**config.mk**
```make
export PLATFORM = sky130hd
export DESIGN_NAME = fetch_ctrl
export DESIGN_NICKNAME = d
export VERILOG_FILES = /design/src/rtl/fetch_ctrl.sv
export SDC_FILE = /design/constraint.sdc
export NUM_CORES = 1
export LEC_CHECK = 0
export ABC_CLOCK_PERIOD_IN_PS = 10200
export CAP_MARGIN = 15
export CORE_MARGIN = 4
export CORE_UTILIZATION = 30
export CTS_CLUSTER_DIAMETER = 50
export DETAILED_ROUTE_END_ITERATION = 6
export GPL_ROUTABILITY_DRIVEN = 0
export PLACE_DENSITY_LB_ADDON = 0.25
export SKIP_LAST_GASP = 1
export SYNTH_ARGS = -nofsm -noshare
export SYNTH_HDL_FRONTEND = slang
export SYNTH_SLANG_ARGS = --single-unit
```
**constraint.sdc**
```tcl
create_clock -name clk -period 10.2 [get_ports clk]
set_input_delay 2.04 -clock clk [delete_from_list [all_inputs] [get_ports clk]]
set_output_delay 2.04 -clock clk [all_outputs]
set_load 0.02 [all_outputs]
```
**src/rtl/fetch_ctrl.sv**
```systemverilog
// fetch_ctrl: instruction-fetch controller sitting between the PC register
// and instruction memory. Issues in-order req/gnt/rvalid fetches, tags every
// request with its address, buffers tagged responses for decode and throws
// away buffered and in-flight work when execute redirects the stream.
// DEPTH must be a power of two and at least 2.

module fetch_ctrl #(
  parameter logic [31:0] RESET_PC = 32'h0000_0000,
  parameter int          DEPTH    = 4
) (
  input  logic        clk,
  input  logic        rst,
  input  logic [31:0] pc_cur,
  output logic [31:0] pc_next,
  input  logic        redirect,
  input  logic [31:0] redirect_pc,
  output logic        imem_req,
  output logic [31:0] imem_addr,
  input  logic        imem_gnt,
  input  logic        imem_rvalid,
  input  logic [31:0] imem_rdata,
  output logic        inst_valid,
  output logic [31:0] inst_data,
  output logic [31:0] inst_pc,
  input  logic        inst_ready
);

  // Pointer width and counter width (counters must be able to hold DEPTH).
  localparam int AW = $clog2(DEPTH);
  localparam int CW = AW + 1;

  localparam logic [AW-1:0] LP_PTR_ONE  = AW'(1);
  localparam logic [CW-1:0] LP_CNT_ONE  = CW'(1);
  localparam logic [CW-1:0] LP_CNT_ZERO = '0;
  localparam logic [CW:0]   LP_DEPTH_X  = (CW + 1)'(DEPTH);

  // Outstanding requests, responses still to be discarded, FIFO occupancy.
  logic [CW-1:0] r_outst;
  logic [CW-1:0] r_drop;
  logic [CW-1:0] r_count;

  // Tag queue: address of every request granted but not yet answered.
  logic [31:0]   r_tagMem [DEPTH];
  logic [AW-1:0] r_tagWr;
  logic [AW-1:0] r_tagRd;

  // Instruction FIFO: {pc, data} pairs waiting for decode.
  logic [31:0]   r_pcMem   [DEPTH];
  logic [31:0]   r_dataMem [DEPTH];
  logic [AW-1:0] r_fifoWr;
  logic [AW-1:0] r_fifoRd;

  logic [CW:0]   w_credit;
  logic          w_accept;
  logic          w_rvalidOk;
  logic          w_discard;
  logic          w_fifoPush;
  logic          w_fifoPop;
  logic [31:0]   w_tagHead;
  logic [31:0]   w_pcPlus4;
  logic [CW-1:0] w_outstNext;
  logic [CW-1:0] w_dropNext;
  logic [CW-1:0] w_countNext;

  // Credit covers both in-flight requests and buffered instructions, so a
  // granted request always has a FIFO slot waiting for its response.
  assign w_credit   = {1'b0, r_outst} + {1'b0, r_count};
  assign imem_req   = !rst && !redirect && (w_credit < LP_DEPTH_X);
  assign imem_addr  = pc_cur & 32'hFFFF_FFFC;
  assign w_accept   = imem_req && imem_gnt;

  // A response with nothing outstanding is a protocol error and is ignored.
  assign w_rvalidOk = imem_rvalid && (r_outst != LP_CNT_ZERO);
  assign w_discard  = (r_drop != LP_CNT_ZERO) || redirect;
  assign w_fifoPush = w_rvalidOk && !w_discard;
  assign w_fifoPop  = inst_valid && inst_ready && !redirect;
  assign w_tagHead  = r_tagMem[r_tagRd];
  assign w_pcPlus4  = pc_cur + 32'd4;

  assign inst_valid = (r_count != LP_CNT_ZERO);
  assign inst_data  = r_dataMem[r_fifoRd];
  assign inst_pc    = r_pcMem[r_fifoRd];

  // Next-PC select; holding pc_cur keeps the request address stable until grant.
  always_comb begin
    pc_next = pc_cur;
    if (rst) begin
      pc_next = RESET_PC;
    end else if (redirect) begin
      pc_next = redirect_pc & 32'hFFFF_FFFC;
    end else if (w_accept) begin
      pc_next = w_pcPlus4;
    end
  end

  // Next values for the outstanding, drop and occupancy counters.
  always_comb begin
    w_outstNext = r_outst;
    if (w_accept && !w_rvalidOk) begin
      w_outstNext = r_outst + LP_CNT_ONE;
    end else if (!w_accept && w_rvalidOk) begin
      w_outstNext = r_outst - LP_CNT_ONE;
    end

    w_dropNext = r_drop;
    if (redirect) begin
      w_dropNext = w_rvalidOk ? (r_outst - LP_CNT_ONE) : r_outst;
    end else if (w_rvalidOk && (r_drop != LP_CNT_ZERO)) begin
      w_dropNext = r_drop - LP_CNT_ONE;
    end

    w_countNext = r_count;
    if (redirect) begin
      w_countNext = LP_CNT_ZERO;
    end else if (w_fifoPush && !w_fifoPop) begin
      w_countNext = r_count + LP_CNT_ONE;
    end else if (!w_fifoPush && w_fifoPop) begin
      w_countNext = r_count - LP_CNT_ONE;
    end
  end

  // Register the counters.
  always_ff @(posedge clk) begin
    if (rst) begin
      r_outst <= LP_CNT_ZERO;
      r_drop  <= LP_CNT_ZERO;
      r_count <= LP_CNT_ZERO;
    end else begin
      r_outst <= w_outstNext;
      r_drop  <= w_dropNext;
      r_count <= w_countNext;
    end
  end

  // Tag queue: push the address on grant, pop on every accepted response.
  always_ff @(posedge clk) begin
    if (rst) begin
      r_tagWr <= '0;
      r_tagRd <= '0;
      for (int i = 0; i < DEPTH; i++) begin
        r_tagMem[i] <= 32'h0;
      end
    end else begin
      if (w_accept) begin
        r_tagMem[r_tagWr] <= imem_addr;
        r_tagWr           <= r_tagWr + LP_PTR_ONE;
      end
      if (w_rvalidOk) begin
        r_tagRd <= r_tagRd + LP_PTR_ONE;
      end
    end
  end

  // Instruction FIFO pointers; a redirect empties the FIFO outright.
  always_ff @(posedge clk) begin
    if (rst || redirect) begin
      r_fifoWr <= '0;
      r_fifoRd <= '0;
    end else begin
      if (w_fifoPush) begin
        r_fifoWr <= r_fifoWr + LP_PTR_ONE;
      end
      if (w_fifoPop) begin
        r_fifoRd <= r_fifoRd + LP_PTR_ONE;
      end
    end
  end

  // Instruction FIFO storage; cleared on reset so the head reads as zero.
  always_ff @(posedge clk) begin
    if (rst) begin
      for (int i = 0; i < DEPTH; i++) begin
        r_pcMem[i]   <= 32'h0;
        r_dataMem[i] <= 32'h0;
      end
    end else if (w_fifoPush) begin
      r_pcMem[r_fifoWr]   <= w_tagHead;
      r_dataMem[r_fifoWr] <= imem_rdata;
    end
  end

endmodule

```
Yosys cells after proc, flatten, opt, wreduce, memory -nomap -nowiden
Memory sizes are Yosys's and may differ from the RTL's. A register that Yosys moved wholly into a read port is not among the register bits. Cells that the tools add are included.

RAM bits: 376. Word-level logic and storage cells: 86. Flip-flop bits (word level): 17. Bits of input ports: 102. Memories: 3. Output and inout bits: 130.

Muxes and demuxes: 33. Order comparisons: 1. Reduce and logical (&&, ||, !) cells: 31. Add/sub/neg operators: 11.

Memories: r_dataMem (words 4, width 32, read ports 1, clocked after Yosys merged registers in 1, wr ports 4, line 49) `logic [31:0] r_dataMem [DEPTH];`; r_pcMem (words 4, width 32, read ports 1, clocked after Yosys merged registers in 1, wr ports 4, line 48) `logic [31:0] r_pcMem [DEPTH];`; r_tagMem (words 4, width 30, read ports 1, clocked after Yosys merged registers in 1, wr ports 4, line 43) `logic [31:0] r_tagMem [DEPTH];`.

Operators by type and width (count): two-way mux 32 bit (5); OR reduction 32 bit (2); adder 32 x 3 -> 32 bit, second input constant (1); two-way mux 30 bit (1); OR reduction 30 bit (1); two-way mux 3 bit (7); two-way mux 2 bit (9); logical AND 1 bit (12); two-way mux 1 bit (11); nonzero test 3 bit (3); subtractor 3 x 1 -> 3 bit, second input constant (3); adder 2 x 1 -> 2 bit, second input constant (4); zero test 1 bit (7); adder 3 x 1 -> 3 bit, second input constant (2); nonzero test 2 bit (3); adder 3 x 3 -> 4 bit (1); less-than comparator 4 x 3 -> 1 bit, second input constant (1); logical OR 1 bit (2); OR reduction 2 bit (1).

Logic depth before layout (Yosys ltp)
Depth after elaboration: 9. Gate-level depth with buffers: 13. Gate-level depth less buffers: 12.

Worst setup path before layout
Ideal clock, no wire load.

Path type: in2out. Start: input port imem_gnt. End: output port pc_next[5]. Stages: 5. Arrival: 3.925 ns. Slack: 4.235 ns. Data required time: 8.160 ns. Path buffers: 1. Path through: nor4b_1 > buf_1 > and3_1 > nand3_1 > a2111oi_0.

Longest elaborated chain between the ends: 4.

RTL lines: start, declared (line 19) `input logic imem_gnt,`; logical AND 1 bit (line 70) `assign w_accept = imem_req && imem_gnt;`; two-way mux 32 bit (line 91) `end else if (w_accept) begin`; two-way mux 32 bit (line 89) `end else if (redirect) begin`; two-way mux 32 bit (line 87) `if (rst) begin`; end, declared (line 14) `output logic [31:0] pc_next,`.

No other way between the ends.

Final worst setup path
Start: input port pc_cur[11]. End: output port pc_next[26].

Longest elaborated chain between the ends: 4.

RTL lines: start, declared (line 13) `input logic [31:0] pc_cur,`; adder 32 x 3 -> 32 bit (line 78) `assign w_pcPlus4 = pc_cur + 32'd4;`; two-way mux 32 bit (line 91); two-way mux 32 bit (line 89); two-way mux 32 bit (line 87).

No other way between the ends.

==> out/metrics.yaml <==
floorplanning:
  core_area_um2: 59200
  io_pins: 232
  start_util_pct: 30.4
  fp.dieW_um: 253
  num_rows: 89
  die_y_um: 253
  dieArea_um2: 64100
global_routing:
  grt_pass1_vias: 11679
  antenna_found_initial: 1
  grt_pass1_wl_um: 70000
  grt_max_degree: 93
  globalRoute.totalOverflow: 0
  grt_use_total_pct: 14.4
clock_tree:
  htreeDepth: 2
  cts_tree: "built"
  holdBufCountCts: 0
  cts_setup_buffers: 0
  clk_pin_slew_ns: 0.06
  cts_num_sinks: 389
  cts-resized-gates: 0
  clock-root-buffer: "clkbuf_16"
  clk_path_buf_depth: 3
  cts_buffers: 49
  insertion_delay_ns: 0.60
detailed_routing:
  ant_nets: 0
  wire_per_inst_um: 20.2
  drcViolationCount: 0
  drt-total-wl_um: 46400
  vias: 10788
  drtIter0Drc: 507
  avgViaCountPerCell: 4.69
  drtPass1Iterations: 5
sta:
  fin_skew_ns: 0.0241
  clock.fmax_mhz: 139
  setup_viol: 0
  min_period_ns: 7.21
  finalHoldViolCount: 0
  setup_tns_ns: 0
  slew_headroom_pct: 26.1
  final_max_slew_viol_count: 0
  tightest_slew_ns: 1.11
  timing.final.crit_share_pct: 70.7
  rsz0062_at_grt: "false"
  setup_slack_ns: 2.99
finish:
  syn_to_final_growth_pct: 24.7
  drive_gt1_share_pct: 14.8
  final_cell_mix: "edfxtp_1 (368), clkdlybuf4s50_1 (223), nor2_1 (164), and2_1 (122), mux4_2 (92)"
  final_common_cell: "edfxtp_1"
  num_antenna_cells: 0
  nNetsFinal: 1602
placed_design:
  pre_cts_slack_ns: 2.98
  dp_hpwl_um: 27100
  port-buffer-count: 225
pwr:
  leakagePower_nw: 8.44
  peakVddDrop_uv: 105
  p_per_area_nw_per_um2: 192
job:
  maxCapViolations: 0
run_status:
  status: "completed"
synth:
  synth_edf_count: 368
  ys_warn_count: 0
  ys_ff_latch: 389
  syn_avg_cell_area_um2: 13.8
  async_flop_share_pct: 0
  syn_area_um2: 18000
  synth_cells: 1310
  synth_cell_types: 55
  synth-seq-area-share_pct: 63.6
  synth_flop_cell: "edfxtp_1"
critical_path:
  start_kind: "input pin"
  worstPathMaxFanout: 8
  path_class: "input pin to output pin"
  worstSetupEndpointType: "output pin"
  required_ns: 8.16
  crit_arrival_ns: 5.17
worst_hold_path:
  hold_class: "flop to flop"
==> cells in the mapped netlist, drive strengths merged, types with 2 or more instances <==
library cell    n  area, µm²
mux2i           7       70.1
nor3           10       61.3
inv            90        338
or2             6       37.5
nor2          168        636
edfxtp        368      11100
clkbuf         61        259
nor4            6       37.5
o21a           13       97.6
nor3b           2       20.0
a21o            2       15.0
or3             3       18.8
and3           59        369
mux4           92       2070
a21oi          19       95.1
and2          122        763
dfxtp          21        420
ha             10        125
buf            57        377
nand2b          3       18.8
nand2          82        308
xor2           17        149
a31o            2       17.5
nand4          17        106
a211oi          6       45.0
and4            3       26.3
a311oi          2       17.5
a2111oi         2       23.8
xnor2          21        184
o21ai           8       40.0
nand3          13       65.1
nor2b           4       25.0
==> per-layer routing <==
| layer | part of all wire, % | vias to the layer above | routed length [µm] | track usage, % |
|---|---|---|---|---|
| li1 | - | 5044 | - | - |
| met1 | 43 | 5390 | 19800 | 18.1 |
| met2 | 50 | 293 | 23300 | 25.2 |
| met3 | 5.1 | 59 | 2380 | 2.91 |
| met4 | 1.9 | 2 | 883 | 3.92 |
| met5 | 0.028 | - | 13 | 0 |
==> final cells by class <==
type                       count  area (µm²)
tap                          773         967
fill                        5634       36800
sequential                   389       11500
clock buffer                  61        1350
timing repair buffer         244        2380
clock inverter                27         313
multi-input combinational    715        5650
inverter                      90         338
==> report_power, final <==
part | switching (W) | leakage (nW) | internal [W]
sequential | 0.0000457 | 3.98 | 0.00186
combinational | 0.000381 | 3.65 | 0.000287
clock | 0.000699 | 0.817 | 0.00105
total | 0.00113 | 8.44 | 0.00320
==> registers in the layout, summed over array words and instances (netlist names), named ones only <==
name	cells
r_count	3
r_outst	3
r_pcMem	120
r_tagRd	2
r_tagWr	2
r_dataMem	128
r_drop	3
r_fifoRd	2
r_tagMem	120
r_fifoWr	2
==> final timing paths <==
check	from	end	slack [ns]	cells past startpoint
hold reg to reg	r_count[2]	r_count[2]	0.51	2
setup reg to reg	r_outst[0]	r_dataMem[0][21]	6.01	9
setup / recovery	pc_cur[11]	pc_next[26]	2.99	8
hold / removal	r_count[2]	r_count[2]	0.51	2
==> kinds of logic (layout without fill, tap and decap cells) <==
group	after synthesis	after routing	synth area share, %
other cells	1	4	0.0208
xor+xnor	38	38	1.85
buf+inv	209	422	5.47
flops	389	389	63.6
mux	100	100	11.9
simple gates	502	502	14.1
compound gates	60	60	2.23
fa+ha+maj	11	11	0.805
==> worst max-delay path, cell delays in order <==
cell	delay (ns)
clkdlybuf4s50_1	0.75
nand4_1	0.30
nor3_1	0.62
buf_4	0.27
nand4_1	0.11
xor2_1	0.18
a211oi_1	0.26
clkdlybuf4s50_1	0.66
==> stage by stage <==
stage / std cells / util (%) / instance area, µm² / power [W] / hold slack (ns)
floorplan: 1313 / - / 18000 / 0.00234 / 0.470
global placement: 2211 / 35.1 / 20800 / 0.00261 / 0.494
detailed placement: 2211 / 35.1 / 20800 / 0.00262 / 0.503
finish: 2299 / 38.0 / 22500 / 0.00432 / 0.513
global route: 2299 / 38.0 / 22500 / 0.00451 / 0.562
CTS: 2299 / 38.0 / 22500 / 0.00439 / 0.514
Power figures use the tool's default switching activity.
